File: src/rtl/mc_controller.sv
// mc_controller: control unit for the multicycle ARM-subset processor.
// It drives every datapath select and enable from the latched instruction
// fields and the ALU flags. It is made of a Moore main FSM, combinational
// instruction/ALU decoders, and condition logic with NZCV flag storage.
//
// Ports:
//   clk        in   system clock, rising edge
//   reset      in   asynchronous, active-high reset
//   Instr      in   instruction bits [31:12]: cond, op, funct, Rd
//   ALUFlags   in   NZCV from the ALU ([3]=N [2]=Z [1]=C [0]=V)
//   PCWrite    out  PC register enable
//   MemWrite   out  memory write strobe
//   RegWrite   out  register file write enable
//   IRWrite    out  instruction register enable
//   AdrSrc     out  address select (0 = PC, 1 = Result)
//   RegSrc     out  [0]: RA1 = R15, [1]: RA2 = Rd
//   ALUSrcA    out  00 = A, 01 = PC
//   ALUSrcB    out  00 = WriteData, 01 = ExtImm, 10 = constant 4
//   ResultSrc  out  00 = ALUOut, 01 = Data, 10 = ALUResult
//   ImmSrc     out  immediate extension select (equal to op)
//   ALUControl out  00 = ADD, 01 = SUB, 10 = AND, 11 = ORR
module mc_controller (
  input  logic        clk,
  input  logic        reset,
  input  logic [19:0] Instr,
  input  logic [3:0]  ALUFlags,
  output logic        PCWrite,
  output logic        MemWrite,
  output logic        RegWrite,
  output logic        IRWrite,
  output logic        AdrSrc,
  output logic [1:0]  RegSrc,
  output logic [1:0]  ALUSrcA,
  output logic [1:0]  ALUSrcB,
  output logic [1:0]  ResultSrc,
  output logic [1:0]  ImmSrc,
  output logic [1:0]  ALUControl
);

  typedef enum logic [3:0] {
    FETCH, DECODE, MEMADR, MEMRD, MEMWB, MEMWR,
    EXECUTER, EXECUTEI, ALUWB, BRANCH
  } state_t;

  state_t state, state_next;

  // Instruction fields
  logic [3:0] cond;
  logic [1:0] op;
  logic [5:0] funct;
  logic [3:0] rd;
  logic       unused_rn;

  assign cond      = Instr[19:16];
  assign op        = Instr[15:14];
  assign funct     = Instr[13:8];
  assign rd        = Instr[3:0];
  assign unused_rn = ^Instr[7:4];

  // Internal FSM controls
  logic       next_pc;
  logic       branch;
  logic       reg_w;
  logic       mem_w;
  logic       alu_op;

  // Decoder / condition signals
  logic [1:0] flag_w;
  logic       no_write;
  logic       legal_op;
  logic       cond_ex;
  logic       cond_ex_r;
  logic [3:0] flags;
  logic       pcs;

  // Main FSM: state register
  always_ff @(posedge clk or posedge reset) begin
    if (reset) state <= FETCH;
    else       state <= state_next;
  end

  // Main FSM: next state and Moore outputs
  always_comb begin
    state_next = state;
    next_pc    = 1'b0;
    branch     = 1'b0;
    reg_w      = 1'b0;
    mem_w      = 1'b0;
    alu_op     = 1'b0;
    IRWrite    = 1'b0;
    AdrSrc     = 1'b0;
    ALUSrcA    = 2'b00;
    ALUSrcB    = 2'b00;
    ResultSrc  = 2'b00;
    case (state)
      FETCH: begin
        IRWrite    = 1'b1;
        ALUSrcA    = 2'b01;
        ALUSrcB    = 2'b10;
        ResultSrc  = 2'b10;
        next_pc    = 1'b1;
        state_next = DECODE;
      end
      DECODE: begin
        ALUSrcA   = 2'b01;
        ALUSrcB   = 2'b10;
        ResultSrc = 2'b10;
        case (op)
          2'b01:   state_next = MEMADR;
          2'b00:   state_next = funct[5] ? EXECUTEI : EXECUTER;
          2'b10:   state_next = BRANCH;
          default: state_next = FETCH;
        endcase
      end
      MEMADR: begin
        ALUSrcB    = 2'b01;
        state_next = funct[0] ? MEMRD : MEMWR;
      end
      MEMRD: begin
        AdrSrc     = 1'b1;
        state_next = MEMWB;
      end
      MEMWB: begin
        ResultSrc  = 2'b01;
        reg_w      = 1'b1;
        state_next = FETCH;
      end
      MEMWR: begin
        AdrSrc     = 1'b1;
        mem_w      = 1'b1;
        state_next = FETCH;
      end
      EXECUTER: begin
        alu_op     = 1'b1;
        state_next = ALUWB;
      end
      EXECUTEI: begin
        ALUSrcB    = 2'b01;
        alu_op     = 1'b1;
        state_next = ALUWB;
      end
      ALUWB: begin
        reg_w      = 1'b1;
        state_next = FETCH;
      end
      BRANCH: begin
        ALUSrcB    = 2'b01;
        ResultSrc  = 2'b10;
        branch     = 1'b1;
        state_next = FETCH;
      end
      default: state_next = FETCH;
    endcase
  end

  // ALU decoder; unrecognised function codes fall back to ADD with no flag writes
  always_comb begin
    ALUControl = 2'b00;
    flag_w     = 2'b00;
    legal_op   = 1'b1;
    if (alu_op) begin
      case (funct[4:1])
        4'b0100: ALUControl = 2'b00;
        4'b0010: ALUControl = 2'b01;
        4'b0000: ALUControl = 2'b10;
        4'b1100: ALUControl = 2'b11;
        4'b1010: ALUControl = 2'b01;
        default: begin
          ALUControl = 2'b00;
          legal_op   = 1'b0;
        end
      endcase
      flag_w[1] = funct[0] & legal_op;
      flag_w[0] = funct[0] & legal_op & ~ALUControl[1];
    end
  end

  // CMP suppresses the register write in ALUWB, where ALUOp is already 0,
  // so this is decoded from the instruction fields rather than from ALUOp.
  assign no_write = (op == 2'b00) && (funct[4:1] == 4'b1010);

  // Instruction decoder
  assign ImmSrc    = op;
  assign RegSrc[0] = (op == 2'b10);
  assign RegSrc[1] = (op == 2'b01);

  // Condition check against the stored NZCV flags
  always_comb begin
    cond_ex = 1'b0;
    case (cond)
      4'b0000: cond_ex = flags[2];
      4'b0001: cond_ex = ~flags[2];
      4'b0010: cond_ex = flags[1];
      4'b0011: cond_ex = ~flags[1];
      4'b0100: cond_ex = flags[3];
      4'b0101: cond_ex = ~flags[3];
      4'b0110: cond_ex = flags[0];
      4'b0111: cond_ex = ~flags[0];
      4'b1000: cond_ex = flags[1] & ~flags[2];
      4'b1001: cond_ex = ~flags[1] | flags[2];
      4'b1010: cond_ex = (flags[3] == flags[0]);
      4'b1011: cond_ex = (flags[3] != flags[0]);
      4'b1100: cond_ex = ~flags[2] & (flags[3] == flags[0]);
      4'b1101: cond_ex = flags[2] | (flags[3] != flags[0]);
      4'b1110: cond_ex = 1'b1;
      default: cond_ex = 1'b0;
    endcase
  end

  always_ff @(posedge clk or posedge reset) begin
    if (reset) begin
      flags     <= '0;
      cond_ex_r <= 1'b0;
    end else begin
      cond_ex_r <= cond_ex;
      if (flag_w[1] && cond_ex) flags[3:2] <= ALUFlags[3:2];
      if (flag_w[0] && cond_ex) flags[1:0] <= ALUFlags[1:0];
    end
  end

  // Output gating by the registered condition result
  assign pcs      = branch | (reg_w & (rd == 4'b1111));
  assign PCWrite  = next_pc | (pcs & cond_ex_r);
  assign RegWrite = reg_w & cond_ex_r & ~no_write;
  assign MemWrite = mem_w & cond_ex_r;

endmodule

File: config.mk
export PLATFORM = sky130hd
export DESIGN_NAME = mc_controller
export DESIGN_NICKNAME = d
export VERILOG_FILES = /design/src/rtl/mc_controller.sv
export SDC_FILE = /design/constraint.sdc
export NUM_CORES = 1
export LEC_CHECK = 0
export BUFFER_PORTS_ARGS = -buffer_cell sky130_fd_sc_hd__buf_2
export CELL_PAD_IN_SITES_DETAIL_PLACEMENT = 0
export CELL_PAD_IN_SITES_GLOBAL_PLACEMENT = 1
export CORE_ASPECT_RATIO = 1.75
export CORE_MARGIN = 3
export CORE_UTILIZATION = 33
export CTS_CLUSTER_SIZE = 28
export DETAILED_ROUTE_END_ITERATION = 8
export GPL_TIMING_DRIVEN = 0
export PLACE_DENSITY = 0.93
export SLEW_MARGIN = 20
export SYNTH_ARGS = -nofsm -noshare
export SYNTH_HDL_FRONTEND = slang
export SYNTH_SLANG_ARGS = --single-unit
File: constraint.sdc
create_clock -name clk -period 4.5 [get_ports clk]
set_clock_uncertainty 0.1 [all_clocks]
set_input_delay 0.675 -clock clk [delete_from_list [all_inputs] [get_ports clk]]
set_output_delay 0.675 -clock clk [all_outputs]
set_load 0.05 [all_outputs]
After elaboration in Yosys (flattened, before gate mapping):

Cells that the tools add are included.

* output and inout port bits: 17
* word-level logic and storage cells: 90
* register bits after elaboration: 9

* equal/unequal tests: 32
* reductions and logical operators: 15
* bitwise operators: 19
* muxes and demuxes: 20

Operators with widths (count)
* 4-bit == test (second input constant): 12
* 4-bit by 3-bit == test with 1-bit output (second input constant): 9
* 4-bit by 2-bit == test with 1-bit output (second input constant): 5
* 4-bit case mux with 5 select lines: 1
* 1-bit case mux with 15 select lines: 1
* 4-bit zero test: 3
* 4-bit case mux with 3 select lines: 1
* 1-bit 2-to-1 mux: 10
* 2-bit OR reduction: 5
* 1-bit bitwise AND: 9
* 4-bit by 1-bit == test with 1-bit output (second input constant): 2
* 2-bit case mux with 2 select lines: 2
* 2-bit 2-to-1 mux: 3
* 1-bit NOT: 6
* 2-bit case mux with 3 select lines: 1
* 3-bit OR reduction: 2
* 5-bit OR reduction: 1
* 1-bit OR: 4
* 1-bit logical AND: 3
* 3-bit 2-to-1 mux: 1
* 2-bit by 1-bit == test with 1-bit output (second input constant): 1
* 2-bit == test (second input constant): 1
* 2-bit zero test: 1
* 1-bit == test: 1
* 1-bit != test: 1

Logic depth before layout (Yosys ltp):

* depth after elaboration: 8
* gate-level depth with buffers: 6
* gate-level depth less buffers: 5

Worst setup path after synthesis:

OpenSTA, ideal clock, no wires.

* path type: register to output
* start point: register state[3]
* end point: output IRWrite
* arrival: 2261 ps
* buffers on the path: 2
* cell stages (with the launch flop): 4
* setup slack: 1464 ps
* path through: dfrtp_1 > clkbuf_1 > clkbuf_1 > nor4_1

* cells in the longest elaborated chain, start to end: 2

Ends and longest elaborated chain
* start: declaration: RTL line 45 `state_t state, state_next;`
* start signal: assignment: RTL line 79 `else state <= state_next;`
* 4-bit zero test: RTL line 95 `case (state)`
* 1-bit 2-to-1 mux: RTL line 95
* end: declaration: RTL line 30 `output logic IRWrite,`

No other way between the ends.

Worst setup path after layout:

* start point: register state[1]
* end point: output ALUControl[1]

* cells in the longest elaborated chain, start to end: 4

Ends and longest elaborated chain
* 4-bit by 3-bit == test with 1-bit output: RTL line 95
* 2-bit OR reduction (no source line) (*)
* 1-bit 2-to-1 mux (*): RTL line 95
* 2-bit 2-to-1 mux (*): RTL line 161 `if (alu_op) begin`
* end: declaration: RTL line 37 `output logic [1:0] ALUControl`

Every way passes the cells marked *; elsewhere a longest branch is shown, timed or not.

==> metrics <==
outcome=completed; predominant post-synthesis flop cell=dfrtp_1; # H-tree levels=1; ant diodes=0; Area Overhead vs Synth=30.4%; Initial Utilization=35.7%; FMAX=approximately 0.38 GHz; warnings from Yosys=0; Final ANT Viol Nets=0; pre-CTS WS=roughly 2 ns; clock buffer depth=2; post-CTS setup buffers=0; number of global-route vias before repair=~860; Tcrit/Tclk final=58.7%; largest net degree at the start of global routing=11; post-synthesis cell type count=37; pwr dens=653 nW/um^2; Synth area leaders=dfrtp_1, mux2_1, nor3_1, o21ai_0, nor2_1; CTS tree=yes; Leak=about 0.54 nW; Slew Limit Fails=0; share of the synthesized area in the top cell type=a little over a quarter; most frequent cells after synthesis=nor2_1, dfrtp_1, nor3_1, o21ai_0, clkbuf_1; gr usage total=between 10 and 15%; Post-synth EDFFs=0; #FFs+latches synth=9; num rows=23; ys async rst share=100%; Setup crit start=state[1]; antenna violations before repair=0; Final Hold Viols=0; GPL Wtd Cong=about 0.8; Clk pin slew, worst setup/hold paths=0.04 ns; Synth area leader=dfrtp_1; Total Die Area=roughly 3200 um^2; reg2reg start=flags[0]; crit path launch type=register; cts hold-fix bufs=0; share of post-route cells with drive strength above 1=between 30% and 40%; final worst path period need=roughly 2.6 ns; Core ar.=2360 um^2; sequential share of the synthesized area=about a quarter; post-CTS sizing=0; Via density=between 5 and 6; setup TNS=0 ns; max_cap viols=0; Num Clock Sinks=9; count leader, synth=nor2_1; Iter 0 DRT Violations=13; DR WL/cell=between 10 and 15 um; Syn Std Cell Area=roughly 840 um^2; synthesized area per cell=about 7.7 um^2; number of port buffers=36; Req. time, crit path=between 3 and 4 ns; final worst slack=around 1.9 ns; HP Class=input pin to async pin; RSZ-0062 raised after global routing=no; Die W=44.2 um; CTS Buf Count=3; DRC violations left=0; CP Max Fanout=10; Critical Path AT=1.87 ns; storage element area=between 200 and 250 um^2; maximum vdd ir drop=~500 uV; multi-input logic area=543 um^2; num ports=between 40 and 50; via count=933; grt total ovfl=0; Fill cells=~260; Die H=about 73 um; WL final=2200 um; Root Buffer=clkbuf_8; dpl hpwl=between 1500 and 2000 um; First-pass DRT Iterations=4; Setup crit end kind=output port; Final #Nets=between 150 and 200; first-pass GRT wire length=around 3600 um; Gate Count Post-Synth=about 110; Worst-Skew Late Latency=about 0.23 ns; critical path type=register to output port; final setup fails=0; Mapped Nets=around 140
sequential cells by signal, summed over array words and instances, names as in the netlist:
signal,flops
cond_ex_r,1
flags,4
state,4
worst paths after layout:
kind / endpoint / slack [ns] / cells past startpoint
hold / removal: flags[2] / 0.30 / 2
min in group clk: flags[3] / 0.44 / 1
setup reg to reg: flags[1] / 2.49 / 5
hold reg to reg: flags[3] / 0.44 / 1
max in group asynchronous: flags[0] / 3.76 / 2
setup / recovery: ALUControl[1] / 1.86 / 5
power breakdown:
part	internal, mW	switching, mW	total, mW
combinational	0.129	0.373	0.503
sequential	0.105	0.0188	0.124
clock	0.0616	0.0301	0.0916
total	0.296	0.422	0.718
logic make-up after synthesis:
| group | count (synthesis) | synth area share, % |
|---|---|---|
| XOR/XNOR | 4 | 4.16 |
| buffers and inverters | 15 | 8.90 |
| flip-flops | 9 | 26.7 |
| multiplexers | 6 | 7.71 |
| other | 1 | 0.445 |
| AO/OA/AOI/OAI | 26 | 20.5 |
| AND/OR/NAND/NOR | 48 | 31.6 |
critical path, stage by stage (launching register included):
cell      delay [ns]
dfrtp_1         0.32
clkbuf_1        0.29
clkbuf_1        0.41
nand3b_1        0.16
nor3_1          0.18
buf_2           0.28
layout make-up:
cell class / instances / share of cell area [%]
Multi-Input combinational cell: 85 / 49.4
Clock buffer: 4 / 4.10
Buffer: 11 / 5.46
Sequential cell: 9 / 20.5
Inverter: 4 / 1.37
Tap cell: 25 / 2.84
Timing Repair Buffer: 36 / 16.4
layer usage:
metal / vias to the layer above / GRT usage, % / part of all wire, %
met4: 0 / 4.03 / 0
met5: - / 0 / 0
met3: 0 / 2.22 / 5.1
met2: 22 / 27.9 / 60
li1: 471 / - / -
met1: 440 / 14.9 / 35
cells in the final DEF (no fill, tap or decap), types with 2 or more instances in the layout:
| cell type | netlist | final |
|---|---|---|
| buf_2 | 0 | 36 |
| nor2_1 | 10 | 10 |
| dfrtp_1 | 9 | 9 |
| clkbuf_1 | 7 | 8 |
| o21ai_0 | 8 | 8 |
| nor3_1 | 8 | 8 |
| nor2b_1 | 6 | 6 |
| nand3_1 | 6 | 6 |
| a211oi_1 | 4 | 4 |
| inv_1 | 4 | 4 |
| a31oi_1 | 4 | 4 |
| mux2_1 | 4 | 4 |
| a21oi_1 | 4 | 4 |
| xor2_1 | 3 | 3 |
| nand2b_1 | 3 | 3 |
| nand2_1 | 3 | 3 |
| buf_4 | 3 | 3 |
| clkbuf_8 | 0 | 3 |
| mux2i_1 | 2 | 2 |
| nor3b_1 | 2 | 2 |
metrics by stage:
stage	cell area, um^2	util, %	hold slack, ns	cells	total power [mW]
after floorplan	843	-	0.401	109	0.520
after global placement	1050	44.7	0.418	170	0.623
after detailed placement	1050	44.7	0.437	170	0.631
after CTS	1100	46.6	0.301	174	0.726
after global routing	1100	46.6	0.323	174	0.770
final	1100	46.6	0.296	174	0.718
No activity file was read; power rests on OpenSTA's default activity.
